`src/rtl/ifetch_unit.sv`:
```
// Instruction-fetch front end: drives the combinational instruction memory, buffers words
// in a 2-entry FIFO for decode, and handles start, redirects and halt.
// Optional IFETCH_STATS_EN adds a saturating fetch_cnt output that counts decode handshakes.
module ifetch_unit #(
    parameter int                 ADDR_W    = 6,
    parameter int                 INSTR_W   = 32,
    parameter logic [INSTR_W-1:0] HALT_WORD = 32'hD4400000
) (
    input  logic               clk,
    input  logic               rst_n,
    input  logic               start,
    output logic [ADDR_W-1:0]  imem_addr,
    input  logic [INSTR_W-1:0] imem_data,
    input  logic               br_valid,
    input  logic [ADDR_W-1:0]  br_target,
    output logic               instr_valid,
    input  logic               instr_ready,
    output logic [INSTR_W-1:0] instr,
    output logic [ADDR_W-1:0]  instr_pc,
    output logic               halted
`ifdef IFETCH_STATS_EN
    ,
    output logic [15:0]        fetch_cnt
`endif
);

    typedef enum logic [1:0] {
        S_IDLE,
        S_RUN,
        S_HALT
    } state_t;

    state_t              state;
    state_t              state_nxt;
    logic [ADDR_W-1:0]   pc;
    logic [INSTR_W-1:0]  fifo_instr [2];
    logic [ADDR_W-1:0]   fifo_pc    [2];
    logic                rd_ptr;
    logic                wr_ptr;
    logic [1:0]          count;
    logic                pop;
    logic                redirect;
    logic                fetch_en;
    logic                fetch;
    logic                is_halt;
    logic                push;

    // A pop in the same cycle frees a slot, so a full FIFO can still accept a fetch.
    assign pop      = instr_valid && instr_ready;
    assign redirect = br_valid && (state != S_IDLE);
    assign is_halt  = (imem_data == HALT_WORD);
    assign fetch    = fetch_en && !redirect && ((count < 2'd2) || pop);
    assign push     = fetch && !is_halt;

    assign imem_addr   = pc;
    assign instr_valid = (count != 2'd0);
    assign instr       = instr_valid ? fifo_instr[rd_ptr] : '0;
    assign instr_pc    = instr_valid ? fifo_pc[rd_ptr]    : '0;

    always_ff @(posedge clk or negedge rst_n) begin
        if (!rst_n) begin
            state <= S_IDLE;
        end else begin
            state <= state_nxt;
        end
    end

    always_comb begin
        state_nxt = state;
        case (state)
            S_IDLE: begin
                if (start) begin
                    state_nxt = S_RUN;
                end
            end
            S_RUN: begin
                if (!redirect && fetch && is_halt) begin
                    state_nxt = S_HALT;
                end
            end
            S_HALT: begin
                if (redirect) begin
                    state_nxt = S_RUN;
                end
            end
            default: state_nxt = S_IDLE;
        endcase
    end

    always_comb begin
        halted   = (state == S_HALT);
        fetch_en = (state == S_RUN);
    end

    always_ff @(posedge clk or negedge rst_n) begin
        if (!rst_n) begin
            pc <= '0;
        end else if (redirect) begin
            pc <= br_target;
        end else if (push) begin
            pc <= pc + 1'b1;
        end
    end

    // A redirect discards everything left after this cycle's handshake.
    always_ff @(posedge clk or negedge rst_n) begin
        if (!rst_n) begin
            rd_ptr <= 1'b0;
            wr_ptr <= 1'b0;
            count  <= 2'd0;
            for (int i = 0; i < 2; i++) begin
                fifo_instr[i] <= '0;
                fifo_pc[i]    <= '0;
            end
        end else if (redirect) begin
            rd_ptr <= 1'b0;
            wr_ptr <= 1'b0;
            count  <= 2'd0;
        end else begin
            if (push) begin
                fifo_instr[wr_ptr] <= imem_data;
                fifo_pc[wr_ptr]    <= pc;
                wr_ptr             <= ~wr_ptr;
            end
            if (pop) begin
                rd_ptr <= ~rd_ptr;
            end
            count <= count + {1'b0, push} - {1'b0, pop};
        end
    end

`ifdef IFETCH_STATS_EN
    logic [15:0] stat_cnt;

    always_ff @(posedge clk or negedge rst_n) begin
        if (!rst_n) begin
            stat_cnt <= '0;
        end else if (pop && (stat_cnt != 16'hFFFF)) begin
            stat_cnt <= stat_cnt + 16'd1;
        end
    end

    assign fetch_cnt = stat_cnt;
`endif

endmodule

```
`config.mk`:
```
export PLATFORM = sky130hd
export DESIGN_NAME = ifetch_unit
export DESIGN_NICKNAME = d
export VERILOG_FILES = /design/src/rtl/ifetch_unit.sv
export SDC_FILE = /design/constraint.sdc
export NUM_CORES = 1
export LEC_CHECK = 0
export ABC_AREA = 1
export CORE_MARGIN = 2
export CORE_UTILIZATION = 43
export DETAILED_ROUTE_END_ITERATION = 10
export PLACE_DENSITY = 0.68
export SYNTH_ARGS = -nofsm -noshare
export SYNTH_HDL_FRONTEND = slang
export SYNTH_SLANG_ARGS = --single-unit
```
`constraint.sdc`:
```
create_clock -name clk -period 4.5 [get_ports clk]
set_input_delay 1.35 -clock clk [delete_from_list [all_inputs] [get_ports clk]]
set_output_delay 1.35 -clock clk [all_outputs]
set_load 0.01 [all_outputs]
```
After elaboration in Yosys (flattened, before gate mapping)
Cells that the tools add are included.

Bits in registers: 88. Bits of input ports: 43. Output and inout port bits: 46. Logic and storage cells: 70.

Bitwise gates (word level): 5. Equality and inequality tests: 6. $add $sub $neg: 3. Reduce and logical (&&, ||, !) cells: 18. Order comparisons: 4. Mux-type cells: 25.

Operators with widths (count): $mux W32 (5); $bwmux W64 (1); $mux W6 (7); $demux W32 S1 (1); $eq A32 B32 Y1 const B (1); $bwmux W12 (1); $logic_and A1 B1 Y1 (8); $mux W2 (4); $reduce_bool A2 Y1 (4); $add A6 B1 Y6 const B (1); $demux W6 S1 (1); $pmux W2 S3 (1); $ge A2 B2 Y1 const B (2); $mux W1 (4); $ne A2 B1 Y1 const B (2); $not A1 Y2 (2); $not A1 Y1 (3); $reduce_and A3 Y1 (1); $add A2 B1 Y2 (1); $eq A2 B1 Y1 const B (1); $eq A2 B2 Y1 const B (1); $logic_not A1 Y1 (2); $logic_not A2 Y1 (1); $lt A2 B1 Y1 const B (1); other kinds (5) (5).

Depth between registers and ports, before layout
Depth after elaboration: 9. Mapped depth: 12. Gate-level depth less buffers: 12.

Least setup slack after synthesis
No wires, ideal clock.

Path type: in2reg. Start: input imem_data[0]. End: register count[1]. Arrival: 2.521 ns. Stages on the path: 12. Path slack: 1.848 ns. Library setup time: 0.131 ns. Buffers on the path: 0. Required time: 4.369 ns. Path through: inv_1 -> nand2_1 -> nor2_1 -> nand2_1 -> nor2_2 -> nand2_4 -> nand2_2 -> ha_1 -> inv_1 -> ha_1 -> xor2_1 -> nor2_1.

Word-level cells in the longest chain between the ends: 6.

Ends and longest elaborated chain: from (decl) (line 13) `input logic [INSTR_W-1:0] imem_data,`; $eq A32 B32 Y1 (line 51) `assign is_halt = (imem_data == HALT_WORD);`; $logic_not A1 Y1 (line 53) `assign push = fetch && !is_halt;`; $logic_and A1 B1 Y1 (line 53); $add A2 B1 Y2 (line 128) `count <= count + {1'b0, push} - {1'b0, pop};`; $sub A2 B1 Y2 (line 128); $mux W2 (line 115) `end else if (redirect) begin`; to (signal assigned) (line 128); to (decl) (line 40) `logic [1:0] count;`.

Every way passes these cells. A chain may end at the register's enable or synchronous reset.

Worst setup path in the final report
Start: register count[1]. End: output instr[3].

Word-level cells in the longest chain between the ends: 2.

Ends and longest elaborated chain: $reduce_bool A2 Y1 (line 56) `assign instr_valid = (count != 2'd0);`; $mux W32 (line 57) `assign instr = instr_valid ? fifo_instr[rd_ptr] : '0;`; to (decl) (line 18) `output logic [INSTR_W-1:0] instr,`.

Every way passes these cells.

==> flow_metrics.tcl <==
set metrics [dict create \
    register_area_um2 2200 \
    grt-ovfl-total 0 \
    detail_route.first_pass.iterations 4 \
    start_util_pct 44.3 \
    htreeDepth 3 \
    synth.area.top_cells "dfrtp_1 (48%), nand2_1 (23%), nand4_1 (10%), a21oi_1 (4.4%), inv_1 (2.7%)" \
    fin_crit_ns 3.68 \
    setup_viol 0 \
    worst_setup_path_end_kind "primary output" \
    setup_tns_ns 0 \
    cts_buffer_depth 2 \
    die_w_um 107 \
    power_density_nw_per_um2 620 \
    post_cts_buffers 0 \
    antennaDiodeCount 0 \
    vias 4300 \
    synth_flop_cell "dfrtp_1" \
    worstPathMaxFanout 25 \
    synth_area_per_cell_um2 7.45 \
    hold_buffers 0 \
    root_buffer "clkbuf_8" \
    drt-total-wl_um 12200 \
    fmax_mhz 272 \
    cts_tree "done" \
    gp_congestion 0.803 \
    p_leak_uw 0.00283 \
    wl_per_cell_um 14.8 \
    fin_nets 724 \
    slew_viol_final 0 \
    worst_pin_slew_ns 1.11 \
    dieHeight_um 107 \
    synth_adder_area_share_pct 0.817 \
    cts.sinks 88 \
    num_io_pins 89 \
    nFillCells 987 \
    rsz0062_at_grt "no" \
    hpwlAfterDp_um 7440 \
    yosysSeqAreaShare_pct 47.9 \
    synth_top_family_by_area "simple AND/OR/NAND/NOR gates" \
    ir_drop_v 0.000287 \
    utilization_pct 55.0 \
    yosysUniqueCellTypes 24 \
    grtUsageTotal_pct 21.5 \
    grt_pass1_vias 4035 \
    multi_input_area_um2 2020 \
    final_cell_area_um2 5700 \
    fp.coreArea_um2 10400 \
    synthXorXnorAreaFrac_pct 0.572 \
    clock_latency_ns 0.35 \
    path_clk_slew_ns 0.08 \
    ant_nets 0 \
    drt_iter0_markers 302 \
    viasPerCell 5.25 \
    cp-start-kind "register" \
    layout_commonest_cell "nand2_1" \
    muxShareOfSynthArea_pct 0 \
    io_buffers 88 \
    critPathArrivalTime_ns 2.33 \
    synth_top_cell_by_area "dfrtp_1" \
    syn_to_final_growth_pct 24.1 \
    synth_compound_area_share_pct 5.17 \
    antenna_found_initial 0 \
    grt_max_degree 89 \
    maxSlewHeadroom_pct 26.0 \
    max-cap-violations 0 \
    rrSetupSlack_ns 2.12 \
    numCtsBuffers 9 \
    hold_class "reg -> reg" \
    drive_above_1_share_pct 4.98 \
    synth.net_count 663 \
    ys.warnings.count 0 \
    synth_simple_gate_area_share_pct 37.2 \
    ys_seq_elements 88 \
    drc 0 \
    yosysTopAreaCellShare_pct 47.9 \
    grt_pass1_wl_um 19700 \
    synth_area_um2 4600 \
    layout_common_cells "nand2_1 (280), dfrtp_1 (88), clkdlybuf4s50_1 (87)" \
    dpl_cell_area_um2 5480 \
    finalCritPeriodShare_pct 81.8 \
    dieArea_um2 11500 \
    fp-row-count 37 \
    fin_skew_ns 0.00788 \
    hold_viol 0 \
    status "finished clean" \
    postCtsResizedCells 0 \
    synthArstFlopShare_pct 100 \
    synth_edf_count 0 \
    syn_inst 617 \
    worstSetupPathType "reg -> out" \
    required_ns 3.15 \
]
## cell usage after synthesis (2+ instances only)
| cell | instances |
|---|---|
| o21ai_0 | 6 |
| nand2_1 | 280 |
| clkbuf_1 | 18 |
| xor2_1 | 2 |
| buf_2 | 15 |
| dfrtp_1 | 88 |
| ha_1 | 3 |
| inv_2 | 4 |
| buf_1 | 6 |
| nor2_1 | 16 |
| nand3_2 | 2 |
| buf_4 | 3 |
| inv_1 | 33 |
| nand4_1 | 76 |
| buf_6 | 5 |
| nor2_2 | 2 |
| nand3_1 | 12 |
| a21oi_1 | 40 |
## registers in the layout, indices dropped and copies added (netlist names)
name        count
fifo_instr     64
imem_addr       6
count           2
fifo_pc        12
rd_ptr          1
state           2
wr_ptr          1
## logic make-up (layout without fill, tap and decap cells)
group	after synthesis	after routing
flip-flops	88	88
XOR/XNOR	3	3
AND/OR/NAND/NOR	392	392
adder cells (fa/ha/maj)	3	3
buffers and inverters	84	150
AO/OA/AOI/OAI	47	47
## final timing paths
kind / to / startpoint / cells after the start
max: instr[3] / count[1] / 4
min: fifo_instr[42] / fifo_instr[42] / 2
max reg2reg: fifo_instr[44] / wr_ptr / 5
min reg2reg: fifo_instr[42] / fifo_instr[42] / 2
max in group asynchronous: fifo_pc[7] / rst_n / 1
min in group asynchronous: fifo_instr[51] / rst_n / 1
## cell type report
class,instances,area share (%)
Timing Repair Buffer,97,16.6
Clock inverter,3,1.58
Clock buffer,13,2.43
Multi-Input combinational cell,445,35.4
Tap cell,136,2.98
Sequential cell,88,38.6
Inverter,37,2.43
## metal layers
metal | track usage (%) | part of all wire (%) | vias to the layer above
li1 | - | - | 2122
met5 | 0 | 0 | -
met4 | 5.86 | 0.59 | 0
met1 | 30.0 | 47 | 2047
met3 | 3.93 | 5.1 | 9
met2 | 34.6 | 48 | 122
## power breakdown
part | internal, uW | switching (uW)
clock network | 371 | 272
logic | 650 | 845
registers | 1160 | 243
total | 2180 | 1360
## worst max-delay path: stages (launching register included)
cell             delay, ns
dfrtp_1               0.44
nor2_4                0.59
buf_4                 0.36
a21oi_1               0.09
clkdlybuf4s50_1       0.48
## through the flow
stage | hold slack [ns] | instances | setup slack, ns | total power (uW)
floorplan | 0.442 | 617 | 1.85 | 2250
global placement | 0.454 | 803 | 0.814 | 2870
detailed placement | 0.458 | 803 | 0.808 | 2910
CTS | 0.478 | 819 | 0.819 | 3550
global route | 0.490 | 819 | 0.739 | 3800
finish | 0.475 | 819 | 0.818 | 3540
(Power assumes the default switching activity.)
==> patch 1 (same settings) <==
Re-encode `state_t` (3 states) as one-hot, 3 bits wide.
--- a/src/rtl/ifetch_unit.sv
+++ b/src/rtl/ifetch_unit.sv
@@ -25,8 +25,8 @@
 );
 
-    typedef enum logic [1:0] {
-        S_IDLE,
-        S_RUN,
-        S_HALT
+    typedef enum logic [2:0] {
+        S_IDLE = 3'b001,
+        S_RUN  = 3'b010,
+        S_HALT = 3'b100
     } state_t;
 
Formal check against the unedited RTL: same outputs for any inputs over 4 cycles, from zero or initial values and one cycle with rst_n low; so few cycles prove little.
==> patch 1 against the original RTL <==
  * Final area increased by 2.5%
  * Die area increased by 2.5%
  * Setup slack got worse by 0.045 ns
  * Cell count increased by 4.0%
  * Total power decreased by 1.6%
  * Sequential power decreased by 4%
  * Count of clock-buffer cells in the layout decreased by 3
  * Synthesized area increased by 2.6%
  * Core utilization decreased by 0.62 points
  * Maximum frequency decreased by 1.2%
  * Wire length increased by 5.0%
  * Sequential cell count increased by 1
==> patch 1: results (changes against the original RTL) <==
Run status
The run finished with clean final reports.

Critical path
The reg2reg setup slack is 2.28 ns (+0.16 ns). The worst-path maximum fanout was 32 (+28%). The source of the worst register-to-register timing path is state[2]. The data arrival at the endpoint of the critical path is 2.38 ns (+0.05 ns).

Finish
The net count reported at finish was 753 (+4.0%). The final non-filler cell total is 852 (+4.0%). The number of fill cells came to 1058 (+7.2%).

Pwr
The combinational gate power was 1580 µW (+6%). The worst vdd rail ir drop came to 0.270 mV (-6.1%). The share of total power consumed by net switching is 41.2% (+2.7 points). The standby leakage power was 0.00289 µW (+2.2%). The switching power came to 1430 µW (+5.4%).

Global route
The overall global routing resource usage is 22.2% (+0.70 points). The global-route wire length before repair was 20600 µm (+4.4%). The global routing usage on met3 is 2.93% (-1.0 points). The via count of the first global-routing pass is 4189 (+3.8%).

The largest net degree at the start of global routing is 83 (-6.7%).

STA
The achievable clock frequency was 0.268 GHz (-1.2%). The relative slew slack is 31.7% (+5.6 points). The setup skew after layout is 0.00317 ns (-0.00472 ns).

Placed design
The worst setup slack after placement came to 0.592 ns (-0.216 ns). The global placer's final weighted congestion is 0.809 (+0.73%).

Detailed routing
The routed wire length was 12800 µm (+5.0%). The count of routing violations after the opening detailed-route iteration was 455 (+51%). The number of iterations in the first detailed-routing pass is 5 (+1). The number of vias in the routed layout came to 4461 (+3.7%).

Synth
The synthesized area per cell was 7.35 µm² (-1.3%). The synthesized net count was 687 (+3.6%). Ranked by instance count, the synthesized netlist is headed by nand2_1 (289), dfrtp_1 (88), nand4_1 (77).

The post-synthesis compound-gate area fraction came to 4.67% (-0.50 points).
## patch 1: cell types whose count changed after synthesis, moves of 2 or more
cell,unedited run,this run
buf_4,3,1
buf_1,6,8
inv_2,4,2
nor2_1,16,32
nor2_2,2,0
nand3_1,12,14
nand2_1,280,289
## patch 1: worst min-delay path by stage
stage	startpoint	endpoint	slack (ns)	cells past startpoint
3_5_place_dp	fifo_instr[53]	fifo_instr[53]	0.46	2
2_1_floorplan	fifo_instr[23]	fifo_instr[23]	0.44	2
5_1_grt	fifo_instr[49]	fifo_instr[49]	0.49	2
3_3_place_gp	fifo_instr[46]	fifo_instr[46]	0.45	2
4_1_cts	fifo_instr[53]	fifo_instr[53]	0.48	2
6_report	fifo_instr[27]	fifo_instr[27]	0.48	2
## patch 1: layout make-up
cell class | instances | area share, %
flip-flops and latches | 89 | 38.1
multi-input cells | 471 | 36.3
repair buffers | 102 | 17.0
well taps | 140 | 3.00
clock buffers | 10 | 2.35
inverters | 34 | 2.18
clock inverters | 6 | 0.985
==> patch 2 (config.mk and constraints unchanged) <==
Made on the original files. Add a define of `IFETCH_STATS_EN`.
--- a/src/rtl/ifetch_unit.sv
+++ b/src/rtl/ifetch_unit.sv
@@ -2,4 +2,6 @@
 // in a 2-entry FIFO for decode, and handles start, redirects and halt.
 // Optional IFETCH_STATS_EN adds a saturating fetch_cnt output that counts decode handshakes.
+`define IFETCH_STATS_EN
+
 module ifetch_unit #(
     parameter int                 ADDR_W    = 6,
Formal check against the unedited RTL (old outputs only; new: fetch_cnt): equivalent (equiv_simple and equiv_induct, registers matched by name and starting in step).
==> patch 2 against the original RTL <==
  * Final area increased by 22%
  * Global-route usage increased by 0.70 points
  * Sequential cell count increased by 16
  * Clock skew decreased by 0.0035 ns
  * Setup slack got worse by 0.12 ns
  * Wire length increased by 23%
  * Synthesized cell count increased by 20%
  * Core utilization increased by 0.34 points
  * Total power increased by 18%
  * Synthesized area increased by 21%
  * Largest cell class unchanged
==> patch 2: results (changes against the original RTL) <==
Detailed routing
The count of routing violations after the opening detailed-route iteration is 389 (+29%). The routed wire length is 15000 µm (+23%). The number of iterations in the first detailed-routing pass came to 5 (+1).

Clock tree
The total clock buffers created by CTS is 9 (unchanged). The tree is rooted in a clkbuf_16. The post-cts sizing count is 0 (unchanged).

Finish
The fraction of final layout cells with drive strength greater than 1 is 7.38% (+2.4 points). The number of antenna diodes is 0 (unchanged). The net count reported at finish is 869 (+20%).

Critical path
The data arrival at the endpoint of the critical path is 2.45 ns (+0.12 ns). The length in cells of the worst reg-to-reg path is 11 (+6).

Global route
The via count of the first global-routing pass is 5025 (+25%). The initial antenna violation count came to 0 (unchanged). The largest net degree at the start of global routing is 71 (-20%). The global-route wire length before repair is 25100 µm (+27%). The overall global routing resource usage came to 22.2% (+0.70 points).

Run status
The run finished with clean final reports.

STA
The setup skew after layout came to 0.00441 ns (-0.00348 ns). The relative slew slack is 40.1% (+14 points).

Pwr
The worst vdd rail ir drop was 0.272 mV (-5.3%). The standby leakage power is 0.00337 µW (+19%).

Placed design
The final HPWL from detailed placement is 9600 µm (+29%). The worst setup slack after placement is 0.857 ns (+0.0488 ns). The number of buffer cells added on primary ports is 104 (+18%). The placed standard-cell area is 0.00668 mm² (+22%).

The global placer's final weighted congestion is 0.827 (+2.9%).

Synth
Ranked by total cell area, the synthesized netlist is headed by dfrtp_1 (47%), nand2_1 (21%), nand4_1 (8.6%). The count of unique library cells instantiated by Yosys is 30 (+25%). The share of synthesized area occupied by flip-flops and latches is 46.8% (-1.1 points). In the synthesized netlist, the cells that appear most often are nand2_1 (317), dfrtp_1 (104), nand4_1 (76).

Worst hold path
The path type of the worst min-delay path is reg2reg. The cell depth of the worst min-delay path is 2 (unchanged).
[patch 2: critical path, stage by stage (launching register included)]
cell	delay [ns]
dfrtp_1	0.74
buf_4	0.42
nand2_1	0.10
a21oi_1	0.25
clkdlybuf4s50_1	0.58
[patch 2: layer usage]
metal  GRT usage (%)  wire length [µm]  part of all wire (%)  up-vias
met3            3.83               632                   4.2       20
met1            29.7              6790                    45     2468
li1                -                 -                     -     2559
met2            36.4              7250                    48      135
met4            7.83               285                   1.9        0
met5               0                 0                     0        -
[patch 2: kinds of logic after synthesis]
family | share of synthesized area (%)
xor gates and xnor gates | 2.05
AOI/OAI and AO/OA | 5.36
and+or+nand+nor | 37.0
DFF | 46.8
adders and majority gates | 0.900
buffers and inverters | 7.90
[patch 2: area by class of cell]
cell class	count	area [µm²]
Tap cell	172	215
Inverter	49	184
Timing Repair Buffer	117	1150
Multi-Input combinational cell	541	2530
Sequential cell	104	2600
Clock inverter	2	37.5
Clock buffer	13	270
Fill cell	1231	5640
[patch 2: path summary, 6_finish.rpt]
kind                                     start             end  slack [ns]
worst max-delay path                    rd_ptr       instr[27]        0.70
worst min-delay path            fifo_instr[12]  fifo_instr[12]        0.47
worst max register to register        state[1]        count[1]        2.30
worst min register to register  fifo_instr[12]  fifo_instr[12]        0.47
max in group asynchronous                rst_n  fifo_instr[57]        2.57
min in group asynchronous                rst_n    fetch_cnt[6]        1.12
[patch 2: through the flow]
step	power [µW]	instances
floorplan	2610	742
global placement	3330	983
detailed placement	3380	983
finish	4170	998
CTS	4210	998
global route	4480	998
[patch 2: power breakdown]
group | switching (µW) | internal, µW | total [µW]
logic | 977 | 765 | 1740
clock network | 341 | 474 | 815
registers | 284 | 1330 | 1620
total | 1600 | 2570 | 4170
